[config.mk]
export PLATFORM = sky130hd
export DESIGN_NAME = sleep_timer_bank
export DESIGN_NICKNAME = d
export VERILOG_FILES = /design/src/rtl/sleep_timer_bank.sv
export SDC_FILE = /design/constraint.sdc
export NUM_CORES = 1
export LEC_CHECK = 0
export BUFFER_PORTS_ARGS = -buffer_cell sky130_fd_sc_hd__buf_4
export CORE_MARGIN = 3
export CORE_UTILIZATION = 50
export CTS_BUF_LIST = sky130_fd_sc_hd__clkbuf_4
export DETAILED_ROUTE_END_ITERATION = 6
export PLACE_DENSITY = 0.72
export SYNTH_ARGS = -nofsm -noshare
export SYNTH_HDL_FRONTEND = slang
export SYNTH_SLANG_ARGS = --single-unit
[constraint.sdc]
create_clock -name inclok -period 2.51 [get_ports inclok]
set_input_delay 0.502 -clock inclok [delete_from_list [all_inputs] [get_ports inclok]]
set_output_delay 0.502 -clock inclok [all_outputs]
set_load 0.03 [all_outputs]
[src/rtl/sleep_timer_bank.sv]
// sleep_timer_bank
//   Bank of NUM_CH independent timeout timers plus a free-running divided clock.
//   Each channel is started with a timeout N and then runs in one-shot or
//   periodic mode. Expiry is reported by a one-cycle timeup pulse. In one-shot
//   mode a sticky expired flag is also set.
//
// Ports
//   inclok    in   system clock, rising edge
//   rst_n     in   synchronous active-low reset
//   start     in   [NUM_CH]  start/restart request per channel (level)
//   cancel    in   [NUM_CH]  abort request per channel (wins over start)
//   periodic  in   [NUM_CH]  1 = periodic, 0 = one-shot; latched on start
//   load_val  in   [NUM_CH*CNT_W]  timeout per channel; latched on start
//   busy      out  [NUM_CH]  channel is counting
//   timeup    out  [NUM_CH]  one-cycle registered expiry pulse
//   expired   out  [NUM_CH]  sticky one-shot completion flag
//   outclok   out  divided clock, period CLK_DIV cycles
//
// Channel FSM
//   state  | meaning
//   IDLE   | not started, or cancelled
//   RUN    | counting toward the latched limit
//   DONE   | one-shot finished, expired held high
module sleep_timer_bank #(
  parameter int          NUM_CH  = 4,
  parameter int          CNT_W   = 40,
  parameter logic [39:0] CLK_DIV = 40'd50000000
) (
  input  logic                      inclok,
  input  logic                      rst_n,
  input  logic [NUM_CH-1:0]         start,
  input  logic [NUM_CH-1:0]         cancel,
  input  logic [NUM_CH-1:0]         periodic,
  input  logic [NUM_CH*CNT_W-1:0]   load_val,
  output logic [NUM_CH-1:0]         busy,
  output logic [NUM_CH-1:0]         timeup,
  output logic [NUM_CH-1:0]         expired,
  output logic                      outclok
);

  typedef enum logic [1:0] {S_IDLE, S_RUN, S_DONE} state_t;

  state_t           state_q [NUM_CH];
  state_t           state_d [NUM_CH];
  logic [CNT_W-1:0] cnt_q   [NUM_CH];
  logic [CNT_W-1:0] cnt_d   [NUM_CH];
  // Holds N-1, so expiry is a direct compare and load_val=0 folds into N=1.
  logic [CNT_W-1:0] lim_q   [NUM_CH];
  logic [CNT_W-1:0] lim_d   [NUM_CH];
  logic [CNT_W-1:0] ld_w    [NUM_CH];
  logic [NUM_CH-1:0] mode_q, mode_d;
  logic [NUM_CH-1:0] timeup_d, expired_d;

  for (genvar g = 0; g < NUM_CH; g++) begin : g_ch
    assign ld_w[g] = load_val[g*CNT_W +: CNT_W];
    assign busy[g] = (state_q[g] == S_RUN);
  end

  always_comb begin
    mode_d    = mode_q;
    timeup_d  = '0;
    expired_d = expired;
    for (int i = 0; i < NUM_CH; i++) begin
      state_d[i] = state_q[i];
      cnt_d[i]   = cnt_q[i];
      lim_d[i]   = lim_q[i];
      if (cancel[i]) begin
        state_d[i]   = S_IDLE;
        cnt_d[i]     = '0;
        expired_d[i] = 1'b0;
      end else if (start[i]) begin
        // Start also covers restart from RUN and overrides a coincident expiry.
        state_d[i]   = S_RUN;
        cnt_d[i]     = '0;
        lim_d[i]     = (ld_w[i] == '0) ? '0 : ld_w[i] - CNT_W'(1);
        mode_d[i]    = periodic[i];
        expired_d[i] = 1'b0;
      end else if (state_q[i] == S_RUN) begin
        if (cnt_q[i] == lim_q[i]) begin
          timeup_d[i] = 1'b1;
          cnt_d[i]    = '0;
          if (!mode_q[i]) begin
            state_d[i]   = S_DONE;
            expired_d[i] = 1'b1;
          end
        end else begin
          cnt_d[i] = cnt_q[i] + CNT_W'(1);
        end
      end
    end
  end

  always_ff @(posedge inclok) begin
    if (!rst_n) begin
      for (int i = 0; i < NUM_CH; i++) begin
        state_q[i] <= S_IDLE;
        cnt_q[i]   <= '0;
        lim_q[i]   <= '0;
      end
      mode_q  <= '0;
      timeup  <= '0;
      expired <= '0;
    end else begin
      for (int i = 0; i < NUM_CH; i++) begin
        state_q[i] <= state_d[i];
        cnt_q[i]   <= cnt_d[i];
        lim_q[i]   <= lim_d[i];
      end
      mode_q  <= mode_d;
      timeup  <= timeup_d;
      expired <= expired_d;
    end
  end

  localparam int             DIV_W    = (CLK_DIV > 40'd2) ? $clog2(CLK_DIV) : 1;
  localparam logic [DIV_W-1:0] DIV_LAST = DIV_W'(CLK_DIV - 40'd1);
  localparam logic [DIV_W-1:0] DIV_HALF = DIV_W'(CLK_DIV / 40'd2);

  logic [DIV_W-1:0] div_cnt, div_nxt;

  assign div_nxt = (div_cnt == DIV_LAST) ? '0 : div_cnt + DIV_W'(1);

  // outclok is derived from the next count so it lines up with div_cnt.
  always_ff @(posedge inclok) begin
    if (!rst_n) begin
      div_cnt <= '0;
      outclok <= 1'b0;
    end else begin
      div_cnt <= div_nxt;
      outclok <= (div_nxt >= DIV_HALF);
    end
  end

endmodule

==> results of run 1 <==
## worst register-to-register path: cells and delay by family, from the launching register on
kind	cells	cell delay, ns
simple gates	4	1.26
flops	1	0.41
fa+ha+maj	1	0.32
compound gates	2	0.33
## repair_timing
action                                  CTS  global route
gates resized for setup                   1             2
endpoints found under the hold margin    26             0
endpoints found under the setup margin    1             7
hold buffers                             28             0
## logic make-up after synthesis
logic type / after synthesis / synth area share, %
simple gates: 1083 / 29.3
xor+xnor: 465 / 21.4
flops: 363 / 38.1
compound gates: 240 / 7.55
buf+inv: 138 / 2.91
fa+ha+maj: 9 / 0.591
mux: 3 / 0.158
## per-layer routing
metal | GRT usage [%] | vias up
li1 | - | 8753
met1 | 31.0 | 8149
met2 | 40.7 | 410
met3 | 3.74 | 83
met4 | 8.32 | 0
met5 | 0 | -
## registers in the layout (all words and copies together), names as in the netlist
name     flops
cnt_q      160
expired      4
lim_q      160
outclok      1
timeup       4
mode_q       4
state_q      4
div_cnt     26
## cells in the mapped netlist (all sizes together) (2+ instances only)
| master | n | area, µm² |
|---|---|---|
| and4 | 23 | 201 |
| or3b | 6 | 52.6 |
| dfxtp | 363 | 7270 |
| nor3b | 6 | 45.0 |
| nor3 | 106 | 562 |
| xor2 | 154 | 1350 |
| ha | 9 | 113 |
| a21oi | 25 | 125 |
| o31ai | 6 | 45.0 |
| xnor2 | 311 | 2720 |
| a22oi | 43 | 323 |
| or4 | 33 | 274 |
| nand2 | 241 | 907 |
| nor2 | 255 | 957 |
| nand4b | 6 | 52.6 |
| a211oi | 3 | 22.5 |
| o211ai | 2 | 15.0 |
| or2 | 9 | 56.3 |
| mux2i | 3 | 30.0 |
| a31oi | 9 | 56.3 |
| buf | 13 | 82.6 |
| nand4 | 86 | 538 |
| nand3b | 12 | 90.1 |
| nand3 | 71 | 355 |
| nand2b | 12 | 75.1 |
| or3 | 30 | 188 |
| a21boi | 5 | 37.5 |
| a41oi | 2 | 17.5 |
| nor2b | 55 | 344 |
| inv | 39 | 146 |
| clkbuf | 86 | 327 |
| nor4 | 71 | 493 |
| o21a | 5 | 37.5 |
| nor4b | 2 | 17.5 |
| o21ai | 127 | 643 |
| o31a | 2 | 17.5 |
| and2 | 20 | 125 |
| and3 | 36 | 225 |
| a32o | 2 | 20.0 |
## stage by stage
stage | std cells | instance area, µm²
CTS | 3253 | 23600
global placement | 3064 | 22200
floorplan | 2301 | 19200
detailed placement | 3064 | 22200
finish | 3255 | 23600
global route | 3255 | 23600
## cell type report
type                       instances  area (µm²)  share of cell area [%]
multi-input combinational       1800       11400                    48.1
sequential                       363        7270                    30.8
timing repair buffer             386        3060                    12.9
clock buffer                     132         991                    4.19
tap                              504         631                    2.67
inverter                          39         161                   0.683
clock inverter                    29         140                   0.593
antenna                            2        5.00                  0.0212
## where the power goes
part	internal [mW]	switching, mW	leakage [nW]
Combinational	0.634	0.601	4.74
Sequential	5.90	0.115	2.94
Clock	2.52	2.36	0.685
Total	9.05	3.07	8.37
## worst paths after layout
check,to,from,slack (ns),depth (start not counted)
setup / recovery,outclok,div_cnt[0],0.14,7
hold / removal,lim_q[2][37],load_val[117],0.07,3
setup reg to reg,outclok,div_cnt[0],0.14,7
hold reg to reg,lim_q[1][36],lim_q[1][36],0.47,2
==> metrics.md, run 1 <==
| Metric | Value |
|---|---|
| Status | complete, no violations |
| Power Total | 12.1 mW |
| Antenna violations before repair | 2 |
| Metal2 WL | 23.7 mm |
| Slowest CP cell | or3_1 |
| LEAKAGE | 8.37 nW |
| EDFF count, synth | 0 |
| CP Launch Type | flop |
| Clock buffer depth | 3 |
| H-tree lvl count | 3 |
| Crit-path cells | ha_1 > nand4_1 > or3_1 > nor2_1 > a21oi_1 > nor4_1 > a31o_2 |
| Core footprint | 0.0371 mm² |
| Tot GR Track Use | 23.9% |
| Final Core Density | 63.6% |
| Routability cong. | 0.890 |
| Distinct cell type count after synthesis | 66 |
| Max Slew Vio Count | 0 |
| Final Hold Viols | 0 |
| Max_cap viols | 0 |
| Critical path fanouts, max | 6 |
| Wire per inst | 15.2 µm |
| Drt initial violations | approximately 890 |
| WP data arrival | a little over 3 ns |
| Layout cells sized above 1 | 20.2% |
| Clock sinks | 363 |
| Ys async rst share | 0% |
| CTS root buf | clkbuf_4 |
| Chip Width | 201 µm |
| Hold WS | just under 0.07 ns |
| FMAX | 422 MHz |
| Commonest non-fill, non-tap cell in the layout | dfxtp_1 |
| Peak supply drop | 0.000302 V |
| Vias per cell | roughly 5.3 |
| Nets | around 2900 |
| Syn Std Cell Area | 0.0191 mm² |
| Worst path top cell family by delay | simple AND/OR/NAND/NOR gates |
| Pre-CTS WS | -0.232 ns |
| Fin crit period | 2.37 ns |
| Avg Cell Area, Syn | 8.28 µm² |
| CP Buf/Inv Count | 0 |
| Seq/Total Area, Yosys | 38.1% |
| I/O Pins | 187 |
| DRC viols | 0 |
| Clock slew at reported path FFs | ~0.06 ns |
| Skew-Pair Late Insertion Delay | between 0.7 and 0.8 ns |
| Largest net degree at the start of global routing | a little over 40 |
| Worst-Margin Slew | around 1.1 ns |
| Biggest cell delay along the critical path | about 0.48 ns |
| Setup Buffers After CTS | 0 |
| Post-Syn Nets | 2484 |
| Cells after Synth | 2301 |
| Kind of critical path | reg -> reg |
| TritonCTS clock tree | done |
| Count of input and output buffers | 186 |
| DRT Pass-1 Iters | 6 |
| Synth warnings | 0 |
| Worst Setup End Kind | flop |
| Starting Density | 51.3% |
| Routed wl met3 | 2.29 mm |
| Final Worst Setup Slack | between 0.1 and 0.15 ns |
| Ys flop type | dfxtp_1 |
| Total grt overflow | 0 |
| Top Layer Used | met4 |
| Routed WL | 49.6 mm |
| Final Setup Violations | 0 |
| PwrDens | 513 mW/mm² |
| WL met1 | 22.5 mm |
| First-pass GRT wire length | 82.6 mm |
| Post-Route Setup TNS | 0 ns |
| Seq cells post-synth | 363 |
| Worst path required time | 3.19 ns |
| Detail Route Antenna Nets | 0 |
| Vias in the first global route | 17400 |
| Hpwl dp | 37.9 mm |
| Unrepaired setup endpoints after global routing | no |
| Worst Skew | 0.0409 ns |
| Die area | 0.0405 mm² |
| Num CTS Buffers | 93 |
| Most frequent cells in the layout | 363 x dfxtp_1, 351 x buf_4, 311 x xnor2_1 |
| Die Ht | between 200 and 250 µm |
| Syn-to-layout area delta | 23.9% |
| Via Count | 17400 |
| Relative slew slack | 25.3% |
| Fin crit share | 94.4% |
| Row count | 70 |
| Fillers | 3251 |
| Path category of the worst min-delay check | in -> reg |
Note: power is estimated with default switching activity, not from simulation.
==> run 2, diff against run 1 <==
--- a/config.mk
+++ b/config.mk
@@ -9,6 +9,5 @@
 export CORE_MARGIN = 3
-export CORE_UTILIZATION = 50
+export CORE_UTILIZATION = 35
 export CTS_BUF_LIST = sky130_fd_sc_hd__clkbuf_4
 export DETAILED_ROUTE_END_ITERATION = 6
-export PLACE_DENSITY = 0.72
 export SYNTH_ARGS = -nofsm -noshare
--- a/constraint.sdc
+++ b/constraint.sdc
@@ -3,2 +3,2 @@
 set_output_delay 0.502 -clock inclok [all_outputs]
-set_load 0.03 [all_outputs]
+set_load 0.01 [all_outputs]
==> run 2 against run 1 <==
Effect of this change:
- power grew 2.5%
- global-route usage shrank 5.6 points
- fmax shrank 5.1%
- final cell count grew 8.1%
- worst setup slack lost 0.13 ns
- combinational power grew 9%
- sequential cell count is the same
- first-iteration DRC count shrank 18%
- count of clock-buffer cells in the layout grew 13
- critical path depth grew 1
- highest routed layer unchanged
==> metrics.md, run 2 (synthesized netlist as in run 1, its figures left out) <==
| Metric | Value |
|---|---|
| Hpwl dp | 40.5 mm (+6.8%) |
| Core footprint | 0.0532 mm² (+43%) |
| Via Count | 17700 (+2.0%) |
| Area occupied by multi-input gates | 0.0114 mm² (+0.36%) |
| Final Setup Violations | 0 (unchanged) |
| Count of input and output buffers | 186 (unchanged) |
| Skew-Pair Late Insertion Delay | 0.81 ns (+0.06 ns) |
| Syn-to-layout area delta | 29.6% |
| Vias per cell | 5.04 (-5.7%) |
| Max Slew Vio Count | 0 (unchanged) |
| Drt initial violations | 730 (-18%) |
| CTS root buf | clkbuf_4 |
| Kind of critical path | in -> reg |
| Die Ht | 239 µm (+19%) |
| Clock sinks | 363 (unchanged) |
| Worst Skew | 0.0343 ns (-0.00652 ns) |
| Routed WL | 53.2 mm (+7.2%) |
| Most frequent cells in the layout | 363 x dfxtp_1, 359 x buf_4, 311 x xnor2_1 |
| Critical path fanouts, max | 5 (-1) |
| DRT Pass-1 Iters | 5 (-1) |
| I/O Pins | 187 (unchanged) |
| Placed inst area | 0.0226 mm² (+1.6%) |
| Die area | 0.0573 mm² (+41%) |
| Fin crit period | 2.50 ns (+0.127 ns) |
| Nets | 2949 (+2.9%) |
| Wire per inst | 15.1 µm (-0.82%) |
| Fin crit share | 99.5% (+5.1 points) |
| Path category of the worst min-delay check | in -> reg |
| Commonest non-fill, non-tap cell in the layout | dfxtp_1 |
| Final Core Density | 46.4% (-17 points) |
| Starting Density | 35.8% (-15 points) |
| Worst path required time | 3.21 ns (+0.02 ns) |
| TritonCTS clock tree | done |
| Tot GR Track Use | 18.3% (-5.6 points) |
| Status | complete, no violations |
| Final Hold Viols | 0 (unchanged) |
| Routability cong. | 0.847 (-4.9%) |
| WP data arrival | 3.19 ns (+0.14 ns) |
| Peak supply drop | 0.000256 V (-15%) |
| Row count | 84 (+20%) |
| Total grt overflow | 0 (unchanged) |
| Num CTS Buffers | 102 (+9.7%) |
| Largest regs | cnt_q: 160 flops, lim_q: 160 flops, div_cnt: 26 flops |
| CP Launch Type | input pin |
| Chip Width | 239 µm (+19%) |
| Detail Route Antenna Nets | 0 (unchanged) |
| Worst-Margin Slew | 0.737 ns (-0.382 ns) |
| Unrepaired setup endpoints after global routing | no |
| Antenna violations before repair | 1 (-1) |
| PwrDens | 503 mW/mm² (-2.0%) |
| Worst Setup End Kind | flop |
| Clock slew at reported path FFs | 0.06 ns (about the same) |
| Clock buffer depth | 3 (unchanged) |
| First-pass GRT wire length | 86.6 mm (+4.8%) |
| Largest net degree at the start of global routing | 41 (unchanged) |
| LEAKAGE | 8.75 nW (+4.5%) |
| Layout cells sized above 1 | 20.6% (+0.45 points) |
| DRC viols | 0 (unchanged) |
| FMAX | 401 MHz (-5.1%) |
| Final Cell Area | 0.0247 mm² (+4.6%) |
| H-tree lvl count | 3 (unchanged) |
| Seq. cell area | 0.00727 mm² (unchanged) |
| Max_cap viols | 0 (unchanged) |
| Vias in the first global route | 17400 (+0.33%) |
| Fillers | 5191 (+60%) |
| Relative slew slack | 50.9% (+26 points) |
==> run 2: area by class of cell <==
class / count / area share (%)
antenna: 1 / 0.0101
clock buffer: 145 / 4.41
clock inverter: 23 / 0.360
inverter: 39 / 0.653
multi-input combinational: 1800 / 46.2
sequential: 363 / 29.4
tap: 688 / 3.49
timing repair buffer: 460 / 15.5
==> run 2: critical path, cell delays in order <==
cell and delay, ns:
dlygate4sd3_1 0.55, buf_4 0.14, or3_1 0.39, or4_4 0.56, nor4_4 0.29, xnor2_1 0.14
dlygate4sd3_1 0.56, o21ai_1 0.05
==> run 2: timing repair <==
item	in CTS	in global routing
setup endpoints to repair	2	4
pin swaps	0	1
hold buffers	90	0
buffers inserted	0	1
hold endpoints to repair	97	0
resized for setup	3	9
==> run 2: worst paths after layout <==
kind	cells after the start	end	startpoint	slack, ns
worst min register to register	2	lim_q[2][32]	lim_q[2][32]	0.46
worst max-delay path	8	lim_q[1][38]	load_val[68]	0.01
worst min-delay path	4	lim_q[2][19]	load_val[99]	0.11
worst max register to register	7	outclok	div_cnt[0]	0.19
==> run 2: metrics by stage <==
stage / std cells / hold slack (ns) / setup TNS, ns / power (mW) / worst slack, ns
2_1_floorplan: 2301 / 0.436 / -3.10 / 6.69 / -0.124
3_3_place_gp: 3259 / 0.444 / -23.62 / 7.35 / -0.283
3_5_place_dp: 3259 / 0.460 / -28.31 / 7.37 / -0.329
4_1_cts: 3517 / 0.000370 / 0 / 12.7 / 0.0395
5_1_grt: 3519 / 0.0441 / 0 / 13.1 / 0.00274
6_report: 3519 / 0.106 / 0 / 12.4 / 0.0135
==> run 2: power breakdown <==
part | leakage (nW) | switching [mW] | internal [mW]
sequential | 2.94 | 0.115 | 5.90
combinational | 5.08 | 0.630 | 0.712
clock | 0.719 | 2.45 | 2.61
==> run 2: per-layer routing <==
| layer | GRT usage, % | vias up | routed length, µm |
|---|---|---|---|
| met2 | 30.8 | 404 | 25400 |
| met1 | 23.8 | 8318 | 24400 |
| met4 | 6.45 | 0 | 1170 |
| met5 | 0 | - | 0 |
| met3 | 3.13 | 91 | 2330 |
| li1 | - | 8924 | - |
==> run 3, diff against run 2 <==
- CELL_PAD_IN_SITES_DETAIL_PLACEMENT: not set -> 2
- CELL_PAD_IN_SITES_GLOBAL_PLACEMENT: not set -> 2
- CORE_ASPECT_RATIO: not set -> 1.5
- CORE_UTILIZATION: 35 -> 34
- PLACE_DENSITY_LB_ADDON: not set -> 0.1
==> run 3 against run 2 <==
Effect of this change:
- the flow now finishes with violations (negative setup slack)
- non-clock buffer count up 51
- design area up 2.1%
- fmax down 1.1%
- largest cell class unchanged
- critical endpoint is now lim_q[1][37]
- register-to-register slack better by 0.02 ns
- first-iteration DRC count down 17%
- count of clock-buffer cells in the layout up 7
- sequential power about the same
- sequential cell count unchanged
- final cell count up 1.8%
- sequential share of layout area down 0.59 points
- combinational power up 9%
- clock skew up 0.011 ns
==> metrics.md, run 3 (synthesized netlist as in run 1, its figures left out) <==
| Metric | Value |
|---|---|
| Drt initial violations | 604 (-17%) |
| Vias per cell | 5.27 (+4.6%) |
| Area occupied by multi-input gates | 0.0115 mm² (+0.33%) |
| Status | finished, violations left |
| Clock sinks | 363 (unchanged) |
| Fillers | 6061 (+17%) |
| Relative slew slack | 55.7% (+4.8 points) |
| CTS root buf | clkbuf_4 |
| Critical path fanouts, max | 3 (-2) |
| H-tree lvl count | 3 (unchanged) |
| Die area | 0.0590 mm² (+3.0%) |
| Row count | 105 (+25%) |
| Worst r2r path cells | 6 (-1) |
| Antenna violations before repair | 5 (+4) |
| Reg2Reg Setup Slack | 0.21 ns (+0.02 ns) |
| Syn-to-layout area delta | 32.2% |
| Post-Route Setup TNS | -0.0341 ns (-0.0341 ns) |
| Max Slew Vio Count | 0 (unchanged) |
| WP data arrival | 3.23 ns (+0.04 ns) |
| Seq. cell area | 0.00727 mm² (unchanged) |
| Worst-Margin Slew | 0.665 ns (-0.0721 ns) |
| Max_cap viols | 0 (unchanged) |
| R2R Path Start | cnt_q[1][15] |
| Most frequent cells in the layout | 408 x buf_4, 363 x dfxtp_1, 310 x xnor2_1 |
| Chip Width | 199 µm (-17%) |
| Final Setup Violations | 4 (+4) |
| Largest regs | cnt_q: 160 flops, lim_q: 160 flops, div_cnt: 26 flops |
| Worst Hold End | lim_q[2][23] |
| TritonCTS clock tree | done |
| FMAX | 396 MHz (-1.1%) |
| Worst path required time | 3.22 ns (about the same) |
| Clock slew at reported path FFs | 0.07 ns (about the same) |
| Clock buffer depth | 3 (unchanged) |
| Fin crit period | 2.52 ns (+0.0272 ns) |
| Routability cong. | 0.843 (-0.46%) |
| Routed WL | 75.0 mm (+41%) |
| Vias in the first global route | 21400 (+23%) |
| LEAKAGE | 9.05 nW (+3.5%) |
| I/O Pins | 187 (unchanged) |
| Hold Crit Depth | 4 (unchanged) |
| Layout cells sized above 1 | 22.1% (+1.5 points) |
| Worst Skew | 0.0455 ns (+0.0112 ns) |
| Pre-CTS WS | -0.351 ns (-0.0228 ns) |
| Commonest non-fill, non-tap cell in the layout | buf_4 |
| Via Count | 18900 (+6.4%) |
| Nets | 2995 (+1.6%) |
| Fin crit share | 101% (+1.1 points) |
| First-pass GRT wire length | 116 mm (+34%) |
| Path category of the worst min-delay check | in -> reg |
| Count of input and output buffers | 186 (unchanged) |
| Worst Setup End Kind | flop |
| Worst flop-to-flop path endpoint | cnt_q[1][39] |
| Final Worst Setup Slack | -0.0137 ns (-0.0272 ns) |
| Starting Density | 34.6% (-1.2 points) |
| Num CTS Buffers | 97 (-4.9%) |
| Detail Route Antenna Nets | 0 (unchanged) |
| DRC viols | 0 (unchanged) |
| Largest net degree at the start of global routing | 41 (unchanged) |
| Core footprint | 0.0550 mm² (+3.5%) |
| Hpwl dp | 53.7 mm (+33%) |
| PwrDens | 515 mW/mm² (+2.4%) |
| Kind of critical path | in -> reg |
| Hold_sp | load_val[103] |
| CP Launch Type | input pin |
| DRT Pass-1 Iters | 4 (-1) |
| Tot GR Track Use | 24.7% (+6.3 points) |
| Final Hold Viols | 0 (unchanged) |
| Skew-Pair Late Insertion Delay | 0.86 ns (+0.05 ns) |
| Die Ht | 296 µm (+24%) |
| Failing checks | negative setup slack |
| Wire per inst | 21.0 µm (+39%) |
| Peak supply drop | 0.000207 V (-19%) |
| Total grt overflow | 0 (unchanged) |
-- run 3: cell types whose count changed in the layout (fill, tap and decap cells not counted), moves of 2 or more --
cell,change
buf_4,+49
clkbuf_4,+7
clkinv_1,-5
diode_2,+3
dlygate4sd3_1,+3
nor3_2,-3
nor3_4,+3
buf_12,-2
bufinv_16,+2
clkinv_2,-2
inv_2,-2
-- run 3: power by group --
part | internal [mW] | switching (mW) | total (mW)
Sequential | 5.90 | 0.124 | 6.02
Combinational | 0.726 | 0.732 | 1.46
Clock | 2.93 | 2.58 | 5.51
-- run 3: worst max-delay path by stage --
stage,startpoint,to,slack [ns]
after detailed placement,load_val[80],lim_q[2][23],-0.35
final,load_val[64],lim_q[1][37],-0.01
after global placement,load_val[80],lim_q[2][27],-0.33
after global routing,load_val[64],lim_q[1][37],-0.05
after CTS,load_val[27],lim_q[0][36],0.006
after floorplan,load_val[130],lim_q[3][38],-0.12
-- run 3: what timing repair did --
item                       4_1_cts  5_1_grt
hold buffers                    97        0
hold endpoints to repair       101        0
resized for setup                1       15
buffers inserted                 0        5
setup endpoints to repair        1       63
gates cloned                     0        0
pin swaps                        0       10
-- run 3: critical path, stage by stage --
cell           delay (ns)
dlygate4sd3_1        0.55
buf_4                0.14
or4_1                0.55
or3_4                0.36
buf_4                0.16
nor4_4               0.32
nor3b_1              0.33
xnor2_1              0.19
o21ai_0              0.12
-- run 3: layout make-up --
type                    count  area share (%)
diodes                      4          0.0397
well taps                 695            3.45
clock inverters            17           0.477
repair buffers            511            16.6
multi-input cells        1800            45.4
inverters                  39           0.640
flip-flops and latches    363            28.8
clock buffers             152            4.53
-- run 3: per-stage QoR --
step | hold slack, ns | util, % | std cells | instance area [µm²] | total power, mW
6_report | 0.102 | 45.8 | 3581 | 25200 | 13.0
5_1_grt | 0.0651 | 45.8 | 3581 | 25200 | 13.7
4_1_cts | 0.000964 | 45.6 | 3576 | 25100 | 13.2
3_5_place_dp | 0.458 | 41.6 | 3310 | 22900 | 7.45
3_3_place_gp | 0.449 | 41.6 | 3310 | 22900 | 7.39
2_1_floorplan | 0.436 | - | 2301 | 19200 | 6.69
-- run 3: metal layers --
| metal | track usage [%] | wire length, µm | up-vias |
|---|---|---|---|
| met5 | 0 | 13 | - |
| met4 | 9.66 | 2560 | 2 |
| met3 | 3.03 | 1910 | 146 |
| met2 | 49.2 | 42300 | 336 |
| met1 | 25.8 | 28300 | 9397 |
| li1 | - | - | 8992 |
